### src/rtl/brcmp_pkg.sv
// rtl/brcmp_pkg.sv - shared types and helpers for the sequential branch comparator
//
// Purpose: branch funct3 encodings, comparator FSM states, chunk-count
// derivation and the funct3 -> taken decode used by branch_cmp_seq.
package brcmp_pkg;

  typedef enum logic [2:0] {
    OP_BEQ  = 3'b000,
    OP_BNE  = 3'b001,
    OP_BLT  = 3'b100,
    OP_BGE  = 3'b101,
    OP_BLTU = 3'b110,
    OP_BGEU = 3'b111
  } branch_op_e;

  typedef enum logic [1:0] {
    ST_IDLE,
    ST_SCAN,
    ST_DONE
  } brcmp_state_e;

  function automatic int nchunk_of(input int dwidth, input int chunk);
    return dwidth / chunk;
  endfunction

  // Reserved encodings (010/011) never take the branch.
  function automatic logic taken_of(input logic [2:0] func, input logic eq, input logic lt);
    logic t;
    case (func)
      OP_BEQ:           t = eq;
      OP_BNE:           t = !eq;
      OP_BLT, OP_BLTU:  t = lt;
      OP_BGE, OP_BGEU:  t = !lt;
      default:          t = 1'b0;
    endcase
    return t;
  endfunction

endpackage

### src/rtl/chunk_cmp.sv
// rtl/chunk_cmp.sv - combinational unsigned compare of one operand chunk
//
// Ports:
//   a, b : WIDTH-bit chunks of rs1 / rs2
//   eq   : a == b
//   lt   : a <  b (unsigned)
module chunk_cmp #(
  parameter int WIDTH = 8
) (
  input  logic [WIDTH-1:0] a,
  input  logic [WIDTH-1:0] b,
  output logic             eq,
  output logic             lt
);

  assign eq = (a == b);
  assign lt = (a < b);

endmodule

### src/rtl/branch_cmp_seq.sv
// rtl/branch_cmp_seq.sv - multi-cycle chunked branch comparator with valid/ready
//
// Purpose: compares rs1/rs2 CHUNK bits per cycle, MSB chunk first, and
// decodes RISC-V branch funct3 into br_eq / br_lt / taken.
// Optional build macro BRCMP_EARLY_EXIT_EN: leave SCAN at the first differing
// chunk (latency 1..NCHUNK); otherwise always scan every chunk (latency NCHUNK).
//
// Ports:
//   clk, rst             : clock, asynchronous active-high reset
//   in_valid / in_ready  : operation handshake (a, b, func)
//   a, b                 : DWIDTH-bit operands rs1, rs2
//   func                 : branch funct3
//   out_valid / out_ready: result handshake
//   br_eq, br_lt, taken  : registered result flags, stable while out_valid
module branch_cmp_seq
  import brcmp_pkg::*;
#(
  parameter int DWIDTH = 32,
  parameter int CHUNK  = 8
) (
  input  logic              clk,
  input  logic              rst,
  input  logic              in_valid,
  output logic              in_ready,
  input  logic [DWIDTH-1:0] a,
  input  logic [DWIDTH-1:0] b,
  input  logic [2:0]        func,
  output logic              out_valid,
  input  logic              out_ready,
  output logic              br_eq,
  output logic              br_lt,
  output logic              taken
);

  localparam int NCHUNK = nchunk_of(DWIDTH, CHUNK);
  localparam int CW     = (NCHUNK > 1) ? $clog2(NCHUNK) : 1;
  localparam logic [CW-1:0] LAST = CW'(NCHUNK - 1);

  brcmp_state_e      state, state_nxt;
  logic [DWIDTH-1:0] sh_a, sh_b;
  logic [2:0]        func_q;
  logic [CW-1:0]     cnt;
  logic              c_eq, c_lt;
  logic              accept, last, fin, res_eq, res_lt;
  logic              signed_op;
`ifndef BRCMP_EARLY_EXIT_EN
  logic              diff_seen, diff_lt;
`endif

  chunk_cmp #(.WIDTH(CHUNK)) u_chunk_cmp (
    .a  (sh_a[DWIDTH-1 -: CHUNK]),
    .b  (sh_b[DWIDTH-1 -: CHUNK]),
    .eq (c_eq),
    .lt (c_lt)
  );

  assign in_ready  = (state == ST_IDLE);
  assign out_valid = (state == ST_DONE);
  assign accept    = in_valid && in_ready;
  assign last      = (cnt == LAST);
  // Only BLTU/BGEU are unsigned; the reserved 010/011 codes compare signed.
  assign signed_op = !(func[2] && func[1]);

  always_ff @(posedge clk or posedge rst) begin
    if (rst) state <= ST_IDLE;
    else     state <= state_nxt;
  end

  always_comb begin
    state_nxt = state;
    fin       = 1'b0;
    res_eq    = 1'b0;
    res_lt    = 1'b0;
    case (state)
      ST_IDLE: if (accept) state_nxt = ST_SCAN;
      ST_SCAN: begin
`ifdef BRCMP_EARLY_EXIT_EN
        if (!c_eq) begin
          fin    = 1'b1;
          res_lt = c_lt;
        end else if (last) begin
          fin    = 1'b1;
          res_eq = 1'b1;
        end
`else
        // The first differing chunk is remembered in diff_seen/diff_lt;
        // the result is only published after the final chunk.
        if (last) begin
          fin    = 1'b1;
          res_eq = !diff_seen && c_eq;
          res_lt = diff_seen ? diff_lt : c_lt;
        end
`endif
        if (fin) state_nxt = ST_DONE;
      end
      ST_DONE: if (out_ready) state_nxt = ST_IDLE;
      default: state_nxt = ST_IDLE;
    endcase
  end

  always_ff @(posedge clk or posedge rst) begin
    if (rst) begin
      sh_a      <= '0;
      sh_b      <= '0;
      func_q    <= '0;
      cnt       <= '0;
      br_eq     <= 1'b0;
      br_lt     <= 1'b0;
      taken     <= 1'b0;
`ifndef BRCMP_EARLY_EXIT_EN
      diff_seen <= 1'b0;
      diff_lt   <= 1'b0;
`endif
    end else if (accept) begin
      // Flipping both sign bits turns a signed compare into an unsigned one.
      sh_a      <= a ^ {signed_op, {(DWIDTH-1){1'b0}}};
      sh_b      <= b ^ {signed_op, {(DWIDTH-1){1'b0}}};
      func_q    <= func;
      cnt       <= '0;
`ifndef BRCMP_EARLY_EXIT_EN
      diff_seen <= 1'b0;
      diff_lt   <= 1'b0;
`endif
    end else if (state == ST_SCAN) begin
`ifndef BRCMP_EARLY_EXIT_EN
      if (!diff_seen && !c_eq) begin
        diff_seen <= 1'b1;
        diff_lt   <= c_lt;
      end
`endif
      if (fin) begin
        br_eq <= res_eq;
        br_lt <= res_lt;
        taken <= taken_of(func_q, res_eq, res_lt);
      end else begin
        sh_a <= sh_a << CHUNK;
        sh_b <= sh_b << CHUNK;
        cnt  <= cnt + CW'(1);
      end
    end
  end

endmodule
### config.mk
export PLATFORM = sky130hd
export DESIGN_NAME = branch_cmp_seq
export DESIGN_NICKNAME = d
export VERILOG_FILES = /design/src/rtl/brcmp_pkg.sv /design/src/rtl/chunk_cmp.sv /design/src/rtl/branch_cmp_seq.sv
export SDC_FILE = /design/constraint.sdc
export NUM_CORES = 1
export LEC_CHECK = 0
export BUFFER_PORTS_ARGS = -buffer_cell sky130_fd_sc_hd__buf_2
export CORE_MARGIN = 2
export CORE_UTILIZATION = 46
export CTS_CLUSTER_SIZE = 30
export DETAILED_ROUTE_END_ITERATION = 10
export PLACE_DENSITY_LB_ADDON = 0.1
export SYNTH_ARGS = -nofsm -noshare
export SYNTH_HDL_FRONTEND = slang
export SYNTH_SLANG_ARGS = --single-unit
### constraint.sdc
create_clock -name clk -period 4 [get_ports clk]
set_clock_uncertainty 0.15 [all_clocks]
set_input_delay 0.6 -clock clk [delete_from_list [all_inputs] [get_ports clk]]
set_output_delay 0.6 -clock clk [all_outputs]
set_load 0.01 [all_outputs]
==> results.yml, run 1 <==
yosys:
  yosysTopAreaCell: "dfrtp_1"
  netlist_area_um2: 3440
  yosys-top-cells-count: "nand2_1 (78), dfrtp_1 (76), a22oi_1 (38)"
  synthArstFlopShare_pct: 100
  synth_seq_area_share_pct: 55.4
  synth_warnings: 0
  syn_inst: 321
  synth_top_area_share_pct: 55.4
  yosysUniqueCellTypes: 41
  synth_ff_type: "dfrtp_1"
  synth-edff-count: 0
  synth_area_leaders: "dfrtp_1 (55%), nand2_1 (8.5%), a22oi_1 (8.3%)"
  synth_most_common_cell: "nand2_1"
  synth_nets: 401
  synth-seq-cells: 76
  syn_area_per_cell_um2: 10.7
worst_setup_path:
  arrival_ns: 2.35
  worst_setup_path_start_kind: "flop"
  crit_family: "simple AND/OR/NAND/NOR gates"
  path_class: "reg -> reg"
  cp_num_buf_inv: 2
  end_kind: "flop"
  path_cells: "ha_1 -> and2b_2 -> nor2_4 -> buf_4 -> inv_2 -> o21ai_1"
  crit_required_ns: 4.11
  r2r_setup_slack_ns: 1.76
  cp_slowest_stage_delay_ns: 0.52
  cpMaxStageDelayCell: "nor2_4"
  worstPathMaxFanout: 28
layout:
  filler_cell_count: 672
  num_antenna_cells: 0
  nets: 471
  regArea_um2: 1900
  multi_input_area_um2: 1360
  synthToLayoutAreaGrowth_pct: 18.3
  final_design_area_no_fill_um2: 4060
  final_layout_size_suffix_gt1_share_pct: 27.3
clock_network:
  cts_resized: 0
  clock_sinks: 76
  cts_buffers: 9
  cts_hold_buf: 0
  clock_latency_ns: 0.34
  cts_tree: "done"
  post_cts_buffers: 0
  cts_root_buffer: "clkbuf_8"
  clk_pin_slew_ns: 0.08
  clockBufferDepth: 2
  cts.htree.levels: 3
outcome:
  status: "finished clean"
flow_run:
  maxCapViolations: 0
sta:
  tightest_slew_ns: 0.985
  rsz0062_at_grt: "no"
  max_freq_ghz: 0.447
  setup_violations: 0
  drv_slew: 0
  period_share_pct: 55.9
  finalHoldViolCount: 0
  period_minus_slack_ns: 2.24
  maxSlewHeadroom_pct: 34.4
  setup_tns_ns: 0
global_route:
  antenna_found_initial: 0
  grt_pass1_wl_um: 12100
  grtUsageMet2_pct: 27.1
  gr-usage-met3_pct: 3.26
  grt_remaining_overflow: 0
  grt_max_degree: 80
  grt_pass1_vias: 2504
  grt_busiest_layer: "met1"
  grtUsageTotal_pct: 18.4
  use_met1_pct: 27.2
placement:
  port_buffers: 75
  place_congestion: 0.815
  dpl_cell_area_um2: 3840
  dpl.hpwl_um: 4760
die:
  core_um2: 7250
  dieArea_um2: 8180
  initial_utilization_pct: 47.4
  fp-row-count: 31
  die_x_um: 90.4
  die_y_um: 90.4
  io_pins: 76
routing:
  antenna_left: 0
  routed_wl_um: 7130
  wl_per_cell_um: 14.4
  drt_iter0_markers: 141
  firstDrtPassIters: 4
  viasPerCell: 5.16
  vias: 2553
  drc: 0
pwr:
  powerDensity_nw_per_um2: 821
  peakVddDrop_mv: 0.414
  p_leak_nw: 2.07
worst_hold_path:
  hp-class: "in -> async"
kinds of logic (layout without fill, tap and decap cells):
logic type	Yosys count	count (layout)	share of synthesized area, %
multiplexers	14	14	4.26
AND/OR/NAND/NOR	96	96	12.1
adder cells (fa/ha/maj)	9	9	3.28
flip-flops	76	76	55.4
buffers and inverters	33	108	5.10
AO/OA/AOI/OAI	90	90	19.1
XOR/XNOR	3	3	0.765
state kept, by name (all words and copies together), names as in the netlist:
name / flops
diff_seen: 1
sh_a: 32
cnt: 2
br_eq: 1
sh_b: 32
state: 2
func_q: 3
diff_lt: 1
br_lt: 1
taken: 1
final timing paths:
path / to / start / cells after the start
max: sh_b[29] / cnt[0] / 6
min: sh_a[18] / rst / 2
max reg2reg: sh_b[29] / cnt[0] / 6
min reg2reg: sh_a[12] / sh_a[12] / 2
max in group asynchronous: cnt[1] / rst / 3
min in group clk: state[1] / out_ready / 2
layout make-up:
cell class	count	area share, %
Inverter	13	1.23
Clock buffer	13	4.40
Tap cell	99	3.05
Sequential cell	76	46.8
Multi-Input combinational cell	212	33.5
Timing Repair Buffer	79	9.98
Clock inverter	3	1.05
per-layer routing:
layer / up-vias / wire [µm]
met2: 59 / 3260
li1: 1270 / -
met4: 0 / 53
met1: 1220 / 3510
met3: 4 / 307
met5: - / 0
placed cells by master, fill, tap and decap left out, types with 2 or more instances in the layout:
cell type | netlist | final
mux2_2 | 2 | 2
a22o_1 | 17 | 17
buf_4 | 4 | 4
o21ai_1 | 16 | 16
ha_1 | 9 | 9
a21oi_1 | 6 | 6
dfrtp_1 | 76 | 76
nor2_1 | 5 | 5
inv_1 | 12 | 11
mux2i_1 | 9 | 9
xor2_1 | 2 | 2
clkinv_2 | 0 | 2
a22oi_1 | 38 | 38
o21ai_0 | 4 | 4
nand2_1 | 78 | 78
buf_2 | 11 | 75
mux2_1 | 3 | 3
nand4_1 | 2 | 2
clkbuf_8 | 0 | 13
power breakdown:
part           internal (mW)  switching [mW]  total [mW]  leakage, nW
clock network          0.356           0.274       0.629        0.112
logic                  0.570           0.805        1.37        0.994
registers               1.13           0.202        1.33        0.963
total                   2.06            1.28        3.34         2.07
per-stage QoR:
stage	util (%)	total power [mW]	instances	setup slack (ns)	hold WS (ns)
6_report	56.0	3.34	495	1.76	0.292
5_1_grt	56.0	3.62	495	1.51	0.298
4_1_cts	56.0	3.38	495	1.74	0.280
3_5_place_dp	53.0	2.74	479	1.72	0.313
3_3_place_gp	53.0	2.70	479	1.75	0.308
2_1_floorplan	-	2.47	321	1.31	0.296
Power figures use the tool's default switching activity.
==> run 2: changes to the inputs <==
Settings changed: ABC_AREA set to 1.
Clock period 4 ns to 1.8 ns, I/O delays scaled along.
==> run 2 against run 1 <==
  * Sequential cell count unchanged
  * Synthesized cell count is 19% higher
  * Via count up 20%
  * Wire length grew 14%
  * Synthesized area rose by 3.5%
  * Worst setup slack lost 1.7 ns
  * Global-route usage increased by 2.1 points
  * Register-to-register slack got worse by 1.7 ns
  * Die area is 3.3% higher
  * First-iteration DRC count is 58% lower
  * Combinational power increased to 2.8 times the previous value
==> results.yml, run 2 <==
pwr:
  swShare_pct: 39.5
  finalPower_mw: 7.90
  pwr-share-clk_pct: 16.0
  pwr-share-comb_pct: 48.6
  powerDensity_nw_per_um2: 1590
  peakVddDrop_mv: 0.784
  power_frac_seq_pct: 35.3
  internal_power_mw: 4.78
  p_leak_nw: 2.37
  p_sw_mw: 3.12
sta:
  finalHoldViolCount: 0
  drv_slew: 0
  tightest_slew_ns: 0.414
  period_minus_slack_ns: 1.76
  period_share_pct: 98.0
  rsz0062_at_grt: "yes"
  setup_violations: 0
  maxSlewHeadroom_pct: 72.4
  max_freq_ghz: 0.567
clock_network:
  cts_root_buffer: "clkbuf_8"
  clock_sinks: 76
  clockBufferDepth: 2
  clk_pin_slew_ns: 0.08
  cts_buffers: 9
  cts.htree.levels: 3
  clock_latency_ns: 0.35
  cts_tree: "done"
yosys:
  yosysTopAreaCell: "dfrtp_1"
  synth-seq-cells: 76
  synth_nets: 463
  synth_seq_area_share_pct: 53.5
  syn_area_per_cell_um2: 9.28
  synthArstFlopShare_pct: 100
  yosysUniqueCellTypes: 30
  yosys-top-cells-count: "nand2_1 (110), dfrtp_1 (76), inv_1 (59)"
  synth_top_area_share_pct: 53.5
  synth_warnings: 0
  synth_ff_type: "dfrtp_1"
  syn_inst: 383
  synth_most_common_cell: "nand2_1"
  netlist_area_um2: 3550
  synth_area_leaders: "dfrtp_1 (54%), nand2_1 (12%), o221ai_1 (6.4%)"
  synth-edff-count: 0
layout:
  num_antenna_cells: 0
  synthToLayoutAreaGrowth_pct: 39.6
  nets: 602
  final_layout_size_suffix_gt1_share_pct: 24.5
  final_common_cell: "nand2_1"
  stdcell_count: 628
  fin_util_pct: 65.2
  reg_top3: "sh_a: 32 flops, sh_b: 32 flops, func_q: 3 flops"
  layout_common_cells: "nand2_1 (108), dfrtp_1 (76), buf_2 (75)"
worst_setup_path:
  end_kind: "flop"
  arrival_ns: 1.86
  path_class: "reg -> reg"
  cpMaxStageDelayCell: "dfrtp_1"
  crit_start: "sh_a[29]"
  r2r_setup_slack_ns: 0.04
  path_cells: "ha_4 -> nand2_4 -> nor2_4 -> nand4_1 -> nor2_1 -> nor2_1 -> nor2_1 -> nand3_1 -> nand2_1 -> nand2_1"
  crit_required_ns: 1.89
  endpoint: "taken"
  r2r_cells: 10
  worst_setup_path_start_kind: "flop"
  reg2reg_from: "sh_a[29]"
  cp_slowest_stage_delay_ns: 0.41
  r2r-end: "taken"
  worstPathMaxFanout: 4
  cpMostUsedCell: "nor2_1"
global_route:
  grt_pass1_vias: 3062
  grt_remaining_overflow: 0
  grtUsageTotal_pct: 20.5
  grt_pass1_wl_um: 13800
  antenna_found_initial: 0
  grt_max_degree: 77
routing:
  wl_per_cell_um: 13.0
  drc: 0
  firstDrtPassIters: 5
  viasPerCell: 4.90
  routed_wl_um: 8160
  drt_iter0_markers: 59
  vias: 3076
  antenna_left: 0
die:
  fp-row-count: 32
  io_pins: 76
  initial_utilization_pct: 46.7
  die_x_um: 91.9
  dieArea_um2: 8450
  die_y_um: 91.9
  core_um2: 7610
worst_hold_path:
  hold_path_depth: 3
  hp-class: "in -> reg"
  min-delay-start: "a[30]"
outcome:
  status: "finished clean"
placement:
  dpl.hpwl_um: 5090
  place_inst: 553
  port_buffers: 75
  place_congestion: 0.778
flow_run:
  maxCapViolations: 0
[run 2: how the worst min path moves through the flow]
stage / end / slack [ns]
after floorplan: state[1] / 0.22
after global placement: sh_a[2] / 0.27
after detailed placement: sh_a[0] / 0.27
after CTS: sh_a[13] / 0.001
after global routing: sh_b[25] / 0.01
final: sh_a[30] / 0.002
[run 2: routing by layer]
metal	global-route usage, %	vias up	part of all wire, %
li1	-	1538	-
met5	0	-	0
met3	3.12	17	3.4
met2	34.0	67	48
met4	10.1	0	2.2
met1	26.3	1454	47
[run 2: critical path: cells and delay by family (launching register included)]
family,cells,cell delay [ns]
adders and majority gates,1,0.30
DFF,1,0.41
and+or+nand+nor,9,0.80
[run 2: cell families after synthesis]
logic type	count (synthesis)	synth area share [%]
AOI/OAI and AO/OA	76	16.7
adders and majority gates	9	3.17
buffers and inverters	80	10.1
DFF	76	53.5
and+or+nand+nor	142	16.6
[run 2: metrics by stage]
step           TNS (ns)  hold slack, ns  setup WS, ns  instance area [µm²]
2_1_floorplan         0           0.217         0.197                 3560
3_3_place_gp          0           0.269        0.0661                 4100
3_5_place_dp          0           0.269        0.0249                 4100
4_1_cts               0         0.00139       0.00103                 4850
5_1_grt          -0.111          0.0115       -0.0895                 4960
6_report              0         0.00171        0.0358                 4960
[run 2: final cells by class]
cell class | count | area, µm²
fill | 655 | 2650
sequential | 76 | 1900
multi-input combinational | 227 | 1380
timing repair buffer | 146 | 1130
inverter | 62 | 241
clock buffer | 13 | 149
tap | 102 | 128
clock inverter | 2 | 35.0
[run 2: power by group through the flow]
| stage | Sequential, mW | Combinational, mW | Clock [mW] |
|---|---|---|---|
| 2_1_floorplan | 2.74 | 2.60 | 0 |
| 3_3_place_gp | 2.78 | 3.44 | 0 |
| 3_5_place_dp | 2.80 | 3.50 | 0 |
| 4_1_cts | 2.77 | 3.61 | 1.30 |
| 5_1_grt | 2.88 | 4.32 | 1.36 |
| 6_report | 2.79 | 3.84 | 1.27 |
[run 2: repair_timing]
action	CTS	global route
gates resized for setup	0	14
setup buffers	0	3
hold buffers	57	0
endpoints found under the setup margin	0	2
hold endpoints to repair	132	0
==> run 3: changes to the inputs <==
--- a/constraint.sdc
+++ b/constraint.sdc
@@ -4,2 +4,2 @@
 set_output_delay 0.27 -clock clk [all_outputs]
-set_load 0.01 [all_outputs]
+set_load 0.05 [all_outputs]
==> run 3 against run 2 <==
  * The flow now finishes with violations (hold timing)
  * Wire length shrank 0.49%
  * Sequential power barely moved
  * Hold slack got worse by 0.0051 ns
  * Sequential cell count did not move
  * Critical path depth did not move
  * Total power is 1.5% higher
  * Via count is 1.9% lower
  * Cell area fell by 1.3%
  * Register-to-register slack improved by 0.03 ns
  * Die area did not move
==> results.yml, run 3 (synthesized netlist as in run 2, its figures left out) <==
routing:
  drt_iter0_markers: 152
  antenna_left: 0
  routed_wl_um: 8120
  vias: 3017
  viasPerCell: 4.87
  firstDrtPassIters: 4
  wl_per_cell_um: 13.1
  drc: 0
worst_hold_path:
  min-delay-start: "b[7]"
  hp-class: "in -> reg"
die:
  io_pins: 76
  dieArea_um2: 8450
  core_um2: 7610
  die_y_um: 91.9
  fp-row-count: 32
  die_x_um: 91.9
  initial_utilization_pct: 46.7
pwr:
  pwr-share-comb_pct: 47.8
  finalPower_mw: 8.02
  p_sw_mw: 3.23
  internal_power_mw: 4.79
  powerDensity_nw_per_um2: 1640
  peakVddDrop_mv: 0.866
  power_frac_seq_pct: 35.0
  p_leak_nw: 2.34
  swShare_pct: 40.2
  pwr-share-clk_pct: 17.3
sta:
  period_share_pct: 96.3
  rsz0062_at_grt: "yes"
  setup_violations: 0
  drv_slew: 0
  maxSlewHeadroom_pct: 72.3
  whs_ns: -0.00343
  worst_slack_ns: 0.0673
  max_freq_ghz: 0.577
  period_minus_slack_ns: 1.73
  finalHoldViolCount: 1
  tightest_slew_ns: 0.416
  setup_tns_ns: 0
worst_setup_path:
  reg2reg_from: "sh_a[29]"
  cp_slowest_stage_delay_ns: 0.42
  cpMostUsedCell: "nand2_1"
  cpMaxStageDelayCell: "dfrtp_1"
  path_cells: "ha_4 -> nand2_4 -> nor2_4 -> nand4_1 -> buf_4 -> nor3_1 -> nor2_1 -> nand3_1 -> nand2_1 -> nand2_1"
  worst_setup_path_start_kind: "flop"
  crit_start: "sh_a[29]"
  arrival_ns: 1.87
  worstPathMaxFanout: 3
  crit_required_ns: 1.94
  end_kind: "flop"
  path_class: "reg -> reg"
layout:
  reg_top3: "sh_a: 32 flops, sh_b: 32 flops, func_q: 3 flops"
  filler_cell_count: 624
  layout_common_cells: "nand2_1 (108), dfrtp_1 (76), buf_2 (75)"
  stdcell_count: 620
  nets: 594
  multi_input_area_um2: 1390
  final_common_cell: "nand2_1"
  synthToLayoutAreaGrowth_pct: 37.7
  final_layout_size_suffix_gt1_share_pct: 25.5
  num_antenna_cells: 0
  fin_util_pct: 64.3
  regArea_um2: 1900
  final_design_area_no_fill_um2: 4890
clock_network:
  clock_latency_ns: 0.35
  clockBufferDepth: 2
  clk_pin_slew_ns: 0.08
  clock_sinks: 76
  cts_tree: "done"
  cts_root_buffer: "clkbuf_8"
  cts.htree.levels: 3
  cts_buffers: 9
global_route:
  use_met1_pct: 26.6
  grt_pass1_vias: 3017
  grtUsageTotal_pct: 20.4
  grtUsageMet2_pct: 34.3
  gr-usage-met3_pct: 2.79
  antenna_found_initial: 0
  grt_max_degree: 77
  grt_pass1_wl_um: 13700
  grt_remaining_overflow: 0
  grt_busiest_layer: "met2"
placement:
  dpl.hpwl_um: 5070
  port_buffers: 75
  place_inst: 552
  dpl_cell_area_um2: 4090
  place_congestion: 0.819
  dpl_worst_slack_ns: 0.0238
outcome:
  violations: "hold timing"
  status: "complete, but fails checks"
flow_run:
  maxCapViolations: 0
-- run 3: what timing repair did --
item                                    CTS  global route
hold buffers                             49             0
endpoints found under the setup margin    1             6
hold endpoints to repair                124             0
cloned                                    0             0
setup buffers                             1             3
pin swaps                                 1            10
gates resized for setup                   0            12
-- run 3: final cells by class --
cell class | instances | share of cell area [%]
Tap cell | 102 | 2.61
Sequential cell | 76 | 38.9
Timing Repair Buffer | 138 | 21.1
Multi-Input combinational cell | 227 | 28.3
Inverter | 62 | 4.93
Clock inverter | 5 | 1.58
Clock buffer | 10 | 2.61
-- run 3: power groups by stage --
| stage | clock, mW | combinational, mW | sequential, mW |
|---|---|---|---|
| after floorplan | 0 | 2.66 | 2.81 |
| after global placement | 0 | 3.46 | 2.79 |
| after detailed placement | 0 | 3.52 | 2.81 |
| after CTS | 1.42 | 3.62 | 2.78 |
| after global routing | 1.48 | 4.33 | 2.89 |
| final | 1.38 | 3.83 | 2.81 |
-- run 3: critical path, delay by kind of cell (launching register included) --
| family | cells | cell delay [ns] |
|---|---|---|
| adder cells (fa/ha/maj) | 1 | 0.29 |
| buffers and inverters | 1 | 0.17 |
| flip-flops | 1 | 0.42 |
| AND/OR/NAND/NOR | 8 | 0.65 |
-- run 3: final timing paths --
kind / to / slack, ns / cells after the start
worst max-delay path: taken / 0.07 / 10
worst min-delay path: sh_b[7] / -0.003 / 3
worst min register to register: taken / 0.32 / 2
max in group asynchronous: sh_b[28] / 0.73 / 4
min in group asynchronous: sh_a[2] / 0.41 / 4
worst max register to register: taken / 0.07 / 10
-- run 3: routing by layer --
layer / wire length [µm] / share of wire [%] / vias up
li1: - / - / 1523
met4: 146 / 1.8 / 0
met3: 257 / 3.2 / 12
met1: 3780 / 47 / 1413
met2: 3930 / 48 / 69
met5: 0 / 0 / -
